===== config.mk =====
export PLATFORM = sky130hd
export DESIGN_NAME = occupancy_counter
export DESIGN_NICKNAME = d
export VERILOG_FILES = /design/src/rtl/occupancy_counter_pkg.sv /design/src/rtl/hex7seg.sv /design/src/rtl/occupancy_counter.sv
export SDC_FILE = /design/constraint.sdc
export NUM_CORES = 1
export LEC_CHECK = 0
export CAP_MARGIN = 20
export CORE_ASPECT_RATIO = 0.8
export CORE_MARGIN = 8
export CORE_UTILIZATION = 58
export CTS_CLUSTER_SIZE = 20
export DETAILED_ROUTE_END_ITERATION = 8
export GPL_ROUTABILITY_DRIVEN = 1
export GPL_TIMING_DRIVEN = 0
export PLACE_DENSITY_LB_ADDON = 0.25
export REMOVE_ABC_BUFFERS = 1
export SYNTH_ARGS = -nofsm -noshare
export SYNTH_HDL_FRONTEND = slang
export SYNTH_SLANG_ARGS = --single-unit

===== constraint.sdc =====
create_clock -name KEY -period 7.9 [get_ports KEY]
set_clock_uncertainty 0.15 [all_clocks]
set_input_delay 1.58 -clock KEY [delete_from_list [all_inputs] [get_ports KEY]]
set_output_delay 1.58 -clock KEY [all_outputs]
set_load 0.01 [all_outputs]

===== src/rtl/occupancy_counter_pkg.sv =====
// Shared turnstile state codes, BCD counter payload and 7-segment patterns
// used by the occupancy counter and the turnstile controller.
package occupancy_counter_pkg;

   localparam int unsigned DIGIT_W = 4;
   localparam int unsigned SEG_W   = 7;

   typedef enum logic [2:0] {
      ST_I = 3'b000,
      ST_A = 3'b001,
      ST_B = 3'b010,
      ST_C = 3'b011,
      ST_D = 3'b100,
      ST_E = 3'b101
   } door_state_e;

   typedef struct packed {
      logic [DIGIT_W-1:0] tens;
      logic [DIGIT_W-1:0] units;
   } bcd2_t;

   // Active-low segments, bit 0 = segment a ... bit 6 = segment g.
   localparam logic [SEG_W-1:0] SEG_BLANK = 7'b1111111;

   function automatic logic [SEG_W-1:0] seg_pattern(input logic [DIGIT_W-1:0] digit);
      logic [SEG_W-1:0] seg;
      case (digit)
         4'd0:    seg = 7'b1000000;
         4'd1:    seg = 7'b1111001;
         4'd2:    seg = 7'b0100100;
         4'd3:    seg = 7'b0110000;
         4'd4:    seg = 7'b0011001;
         4'd5:    seg = 7'b0010010;
         4'd6:    seg = 7'b0000010;
         4'd7:    seg = 7'b1111000;
         4'd8:    seg = 7'b0000000;
         4'd9:    seg = 7'b0010000;
         default: seg = SEG_BLANK;
      endcase
      return seg;
   endfunction

   // Codes 110 and 111 are not turnstile states and never form an event.
   function automatic logic is_valid_code(input logic [2:0] code);
      return code <= 3'(ST_E);
   endfunction

endpackage


===== src/rtl/hex7seg.sv =====
// BCD digit to active-low 7-segment pattern, with a blanking override.
module hex7seg
   import occupancy_counter_pkg::*;
(
   input  logic [DIGIT_W-1:0] digit_i,
   input  logic               blank_i,
   output logic [SEG_W-1:0]   seg_o
);

   assign seg_o = blank_i ? SEG_BLANK : seg_pattern(digit_i);

endmodule


===== src/rtl/occupancy_counter.sv =====
// Room occupancy and metal-alarm counter driven by turnstile state transitions,
// with BCD 7-segment display, full/empty indication and a sticky count error.
module occupancy_counter
   import occupancy_counter_pkg::*;
#(
   parameter int unsigned MAX_OCC = 20
) (
   input  logic [1:0]       KEY,
   input  logic [2:0]       door_state,
   input  logic [0:0]       SW,
   output logic [SEG_W-1:0] HEX0,
   output logic [SEG_W-1:0] HEX1,
   output logic [SEG_W-1:0] HEX2,
   output logic [SEG_W-1:0] HEX3,
   output logic [1:0]       LEDR,
   output logic [0:0]       LEDG
);

   localparam int unsigned BIN_W = 7;

   logic clk;
   logic rst_n;
   logic clr;

   logic [2:0] prev_q, prev_d;
   bcd2_t      occ_q,  occ_d;
   bcd2_t      alm_q,  alm_d;
   logic       err_q,  err_d;

   logic enter_c;
   logic exit_c;
   logic alarm_c;
   logic occ_max_c;
   logic occ_zero_c;
   logic [BIN_W-1:0] occ_bin_c;

   assign clk   = KEY[0];
   assign rst_n = KEY[1];
   assign clr   = SW[0];

   // Event decode from the previous and current turnstile codes.
   assign enter_c = (prev_q == ST_E) && (door_state == ST_I);
   assign exit_c  = (prev_q == ST_B) && (door_state == ST_I);
   assign alarm_c = is_valid_code(prev_q) && (prev_q != ST_D) && (door_state == ST_D);

   assign occ_max_c  = (occ_q.tens == 4'd9) && (occ_q.units == 4'd9);
   assign occ_zero_c = (occ_q.tens == 4'd0) && (occ_q.units == 4'd0);

   always_comb begin
      prev_d = door_state;
      occ_d  = occ_q;
      alm_d  = alm_q;
      err_d  = err_q;

      if (clr) begin
         occ_d = '0;
         alm_d = '0;
         err_d = 1'b0;
      end else begin
         if (enter_c) begin
            if (occ_max_c) begin
               err_d = 1'b1;
            end else if (occ_q.units == 4'd9) begin
               occ_d.units = 4'd0;
               occ_d.tens  = occ_q.tens + 4'd1;
            end else begin
               occ_d.units = occ_q.units + 4'd1;
            end
         end

         if (exit_c) begin
            if (occ_zero_c) begin
               err_d = 1'b1;
            end else if (occ_q.units == 4'd0) begin
               occ_d.units = 4'd9;
               occ_d.tens  = occ_q.tens - 4'd1;
            end else begin
               occ_d.units = occ_q.units - 4'd1;
            end
         end

         // Alarm count wraps silently at 99.
         if (alarm_c) begin
            if (alm_q.units == 4'd9) begin
               alm_d.units = 4'd0;
               alm_d.tens  = (alm_q.tens == 4'd9) ? 4'd0 : alm_q.tens + 4'd1;
            end else begin
               alm_d.units = alm_q.units + 4'd1;
            end
         end
      end
   end

   always_ff @(posedge clk or negedge rst_n) begin
      if (!rst_n) begin
         prev_q <= 3'(ST_I);
         occ_q  <= '0;
         alm_q  <= '0;
         err_q  <= 1'b0;
      end else begin
         prev_q <= prev_d;
         occ_q  <= occ_d;
         alm_q  <= alm_d;
         err_q  <= err_d;
      end
   end

   assign occ_bin_c = BIN_W'(occ_q.tens) * BIN_W'(10) + BIN_W'(occ_q.units);

   assign LEDR[0] = occ_bin_c >= BIN_W'(MAX_OCC);
   assign LEDR[1] = err_q;
   assign LEDG[0] = occ_zero_c;

   hex7seg u_hex0 (
      .digit_i (occ_q.units),
      .blank_i (1'b0),
      .seg_o   (HEX0)
   );

   hex7seg u_hex1 (
      .digit_i (occ_q.tens),
      .blank_i (occ_q.tens == 4'd0),
      .seg_o   (HEX1)
   );

   hex7seg u_hex2 (
      .digit_i (alm_q.units),
      .blank_i (1'b0),
      .seg_o   (HEX2)
   );

   hex7seg u_hex3 (
      .digit_i (alm_q.tens),
      .blank_i (alm_q.tens == 4'd0),
      .seg_o   (HEX3)
   );

endmodule


=== Yosys cells after proc, flatten, opt, wreduce, memory -nomap -nowiden ===
Memory sizes are Yosys's and may differ from the RTL's.
Cells that the tools add are included.
Widths: inputs -> output; s select.

* Order comparisons: 2
* Multiplexer cells: 21
* Add/subtract/negate cells: 7
* Reduce and logical (&&, ||, !) cells: 13
* Equality and inequality tests: 8
* $mul: 1

{| class="wikitable"
|+ Operators with widths
! cell !! number
|-
| $mux 8 || 7
|-
| $mux 4 || 7
|-
| $add 4x1->4 const B || 4
|-
| $eq 4x4->1 const B || 4
|-
| $mux 7 || 2
|-
| $logic_not 4->1 || 3
|-
| $sub 4x1->4 const B || 2
|-
| $add 7x4->7 || 1
|-
| $ge 7x5->1 const B || 1
|-
| $eq 3x3->1 const B || 2
|-
| $logic_and 1x1->1 || 6
|-
| $mul 4x3->6 const B || 1
|-
| $mux 1 || 5
|-
| $reduce_bool 2->1 || 2
|-
| $eq 3x2->1 const B || 1
|-
| $le 3x3->1 const B || 1
|-
| $logic_not 3->1 || 1
|-
| $ne 3x3->1 const B || 1
|-
| $reduce_and 2->1 || 1
|}

* Bits in registers: 20
* Logic and storage cells: 62
* Output and inout bits: 31
* Input bits: 6
* Memories: 4
* Memory bits (read-only): 448

{| class="wikitable"
|+ Memories
! name !! depth !! width !! read ports !! clocked after Yosys merged registers in !! write ports !! RTL line !! RTL
|-
| (no name shown) || 16 || 7 || 1 || 0 || 0 || occupancy_counter_pkg.sv:27 || <nowiki>case (digit)</nowiki>
|-
| (no name shown) || 16 || 7 || 1 || 0 || 0 || occupancy_counter_pkg.sv:27 ||
|-
| (no name shown) || 16 || 7 || 1 || 0 || 0 || occupancy_counter_pkg.sv:27 ||
|-
| (no name shown) || 16 || 7 || 1 || 0 || 0 || occupancy_counter_pkg.sv:27 ||
|}

=== Logic depth before layout (Yosys ltp) ===
* Depth in word-level cells: 8
* Gate-level depth with buffers: 8
* Mapped depth without buffers: 8

=== By module ===
A second synthesis with hierarchy kept.

* Cell total of the unflattened synthesis: 299
* Area, all modules: 2503.7 um2

{| class="wikitable"
|+ Modules (own cells, without submodules)
! module !! sequential area each (um2) !! cells an instance !! area an instance (um2) !! instances
|-
| occupancy_counter || 500.5 || 167 || 1562.7 || 1
|-
| hex7seg || 0.0 || 33 || 235.2 || 4
|}

=== Worst setup path after synthesis ===
No wires, ideal clock.

* Path type: reg-to-output
* Start point: register occ_q[5] in the netlist's numbering
* End point: output port LEDR[0]
* Arrival time: 1994 ps
* Setup slack: 4176 ps
* Stages on the path, launching flop included: 9
* Buffers on the path: 0
* Required time: 6170 ps
* Cells stage by stage: dfrtp_1 ha_1 ha_1 fa_1 xor2_1 nor3_1 mux2i_1 nor3_1 a21oi_1

* Cells in the longest elaborated chain, start to end: 3

{| class="wikitable"
|+ Ends and longest elaborated chain
! what !! RTL line !! RTL
|-
| start: declaration || occupancy_counter.sv:26 || <nowiki>bcd2_t occ_q, occ_d;</nowiki>
|-
| start signal: assignment || occupancy_counter.sv:97 || <nowiki>occ_q <= '0;</nowiki>
|-
| start signal: assignment || occupancy_counter.sv:102 || <nowiki>occ_q <= occ_d;</nowiki>
|-
| $mul 4x3->6 || occupancy_counter.sv:108 || <nowiki>assign occ_bin_c = BIN_W'(occ_q.tens) * BIN_W'(10) + BIN_W'(occ_q.units);</nowiki>
|-
| $add 7x4->7 || occupancy_counter.sv:108 ||
|-
| $ge 7x5->1 || occupancy_counter.sv:110 || <nowiki>assign LEDR[0] = occ_bin_c >= BIN_W'(MAX_OCC);</nowiki>
|-
| end: declaration || occupancy_counter.sv:15 || <nowiki>output logic [1:0] LEDR,</nowiki>
|}

No other way between the ends.

=== Final worst setup path ===
Ends and elaborated chain as after synthesis.

==> impl_metrics.py <==
metrics = {
    "setup_path": {
        "r2r_cells": 7,
        "cp_slowest_stage_delay_ns": 0.56,
        "worstPathRequired_ns": 6.17,
        "start_kind": "flip-flop",
        "critPathSlowestCell": "clkdlybuf4s50_1",
        "worstPathArrival_ns": 2.99,
        "r2r_end": "occ_q[2]",
        "reg2reg_slack_ns": 5.44,
        "rr_startpoint": "occ_q[5]",
        "worstSetupEndpointType": "output pin",
        "worstPathMaxFanout": 10,
        "worstPathCellList": "ha_1 > ha_1 > fa_1 > xor2_1 > nor3_1 > mux2i_1 > nor3_1 > a21oi_1 > clkdlybuf4s50_1",
        "crit_type": "flip-flop to output pin",
    },
    "synthesis": {
        "yosysTopAreaCell": "dfrtp_1",
        "avgSynthCellArea_um2": 7.93,
        "synth_area_leaders": "dfrtp_1, ha_1, a21oi_1",
        "synth-async-reset-ratio_pct": 100,
        "seq_area_frac_synth_pct": 23.4,
        "ys_seq_elements": 20,
        "synth_ff_type": "dfrtp_1",
        "synth_area_mm2": 0.00214,
        "synth_cell_types": 54,
        "synth_top_area_share_pct": 23.4,
        "synth-edff-count": 0,
        "yosys_warnings": 0,
        "synthCells": 270,
    },
    "grt": {
        "first_global_vias": 2028,
        "grt_max_degree": 19,
        "gr-total-overflow": 0,
        "antenna_found_initial": 0,
        "grt.total_usage_pct": 17.3,
        "grt_pass1_wl_um": 8810,
    },
    "sta": {
        "slew_violations": 0,
        "finalSetupViolations": 0,
        "hold_ws_ns": -0.467,
        "worst_slew_pin_slew_ns": 0.684,
        "setup_tns_ns": 0,
        "fmax_mhz": 212,
        "hold_viol_final": 20,
        "fin_crit_ns": 4.72,
        "rsz0062_at_grt": "false",
        "fin_crit_sh_pct": 59.7,
        "max_slew_margin_pct": 54.3,
    },
    "layout": {
        "mostFrequentLayoutCells": "a21oi_1, clkdlybuf4s50_1, ha_1",
        "final_net_count": 335,
        "stdcell_count": 343,
        "area_delta_synth_final_pct": 22.0,
        "drive_gt1_share_pct": 6.31,
        "diodes": 0,
    },
    "floorplanning": {
        "die_w_um": 83.9,
        "design.die.area_mm2": 0.00591,
        "io_pins": 37,
        "fp.dieH_um": 70.4,
        "core_mm2": 0.00349,
        "start_util_pct": 61.3,
        "rows": 19,
    },
    "placement": {
        "globalplace.congestion": 0.835,
        "dp.cells": 335,
        "dpl.hpwl_um": 3660,
        "io_buffers": 35,
    },
    "hold_path": {
        "min_path_type": "clock port to asynchronous set/reset pin",
    },
    "clocking": {
        "clk_pin_slew_worst_paths_ns": 0.07,
        "tritoncts": "yes",
        "cts_hold_buf": 0,
        "clock_latency_ns": 0.25,
        "ctsResizeCount": 0,
        "postCtsSetupBuffers": 0,
    },
    "pwr": {
        "total_power_uw": 360,
        "power_density_mw_per_mm2": 138,
        "power.leakage_nw": 1.14,
        "ir_drop_mv": 0.170,
    },
    "drt": {
        "routed_via_density": 5.98,
        "drt.antenna.violating_nets": 0,
        "wl_per_cell_um": 14.6,
        "drt_iter0_drc": 101,
        "first_pass_iters": 4,
        "drt_wl_total_um": 5010,
        "drc": 0,
        "vias": 2051,
    },
    "outcome": {
        "failed_checks": "hold timing",
        "status": "finished with violations",
    },
    "run": {
        "cap_violations": 0,
    },
}
-- cells in the mapped netlist, drive strengths merged (2+ instances only) --
cell type,number
o21ai,23
dfrtp,20
a22oi,2
nand3,4
a21oi,36
nor3b,2
ha,26
nor2,25
and3b,4
nand4,3
or3,4
mux2i,3
nor3,8
or2,3
buf,3
nor2b,6
o31ai,4
nand2,22
o32ai,2
inv,17
clkbuf,9
nand2b,8
a31oi,7
xnor2,2
and2,3
xor2,3
fa,2
a221oi,2
-- worst max-delay path, delay by kind of cell (launching register included) --
family          cells  cell delay [ns]
simple gates        2             0.16
xor+xnor            1             0.27
flops               1             0.51
buf+inv             1             0.56
fa+ha+maj           3             0.94
mux                 1             0.16
compound gates      1             0.14
-- flip-flops by register name, summed over array words and instances (netlist names) --
name,count
err_q,1
occ_q,8
alm_q,8
prev_q,3
-- power by group --
group          leakage (nW)  switching, mW  internal [mW]
clock network        0.0645         0.0768          0.112
registers             0.270        0.00591          0.101
logic                 0.808         0.0299         0.0334
-- routing by layer --
metal	track usage, %	routed length [um]	vias to the layer above
met5	0	0	-
met4	5.16	12	0
met1	21.7	2380	970
met2	25.7	2270	55
met3	7.76	343	2
li1	-	-	1024
-- worst max-delay path by stage --
stage	start	endpoint	depth (start not counted)
after floorplan	occ_q[5]	LEDR[0]	8
after global placement	occ_q[5]	LEDR[0]	9
after detailed placement	occ_q[5]	LEDR[0]	9
after CTS	occ_q[5]	LEDR[0]	9
after global routing	occ_q[5]	LEDR[0]	9
final	occ_q[5]	LEDR[0]	9
-- kinds of logic (layout without fill, tap and decap cells) --
family / after synthesis / after routing / synth area share [%]
XOR/XNOR: 5 / 5 / 2.04
flip-flops: 20 / 20 / 23.4
multiplexers: 3 / 3 / 1.40
adder cells (fa/ha/maj): 28 / 28 / 17.1
AND/OR/NAND/NOR: 98 / 98 / 25.5
buffers and inverters: 30 / 61 / 5.84
AO/OA/AOI/OAI: 86 / 86 / 24.8
-- final cells by class --
type | count | area, um^2
Multi-Input combinational cell | 220 | 1520
Inverter | 18 | 67.6
Sequential cell | 20 | 500
Timing Repair Buffer | 35 | 350
Clock buffer | 7 | 96.3
Fill cell | 270 | 881
Tap cell | 42 | 52.6
Clock inverter | 1 | 30.0
-- metrics by stage --
stage               util [%]  setup WS, ns  area, um^2
floorplan                  -          4.18        2080
global placement        71.2          3.59        2490
detailed placement      71.2          3.49        2490
CTS                     74.8          3.20        2610
global route            74.8          3.05        2610
finish                  74.8          3.18        2610
(Power assumes the default switching activity.)
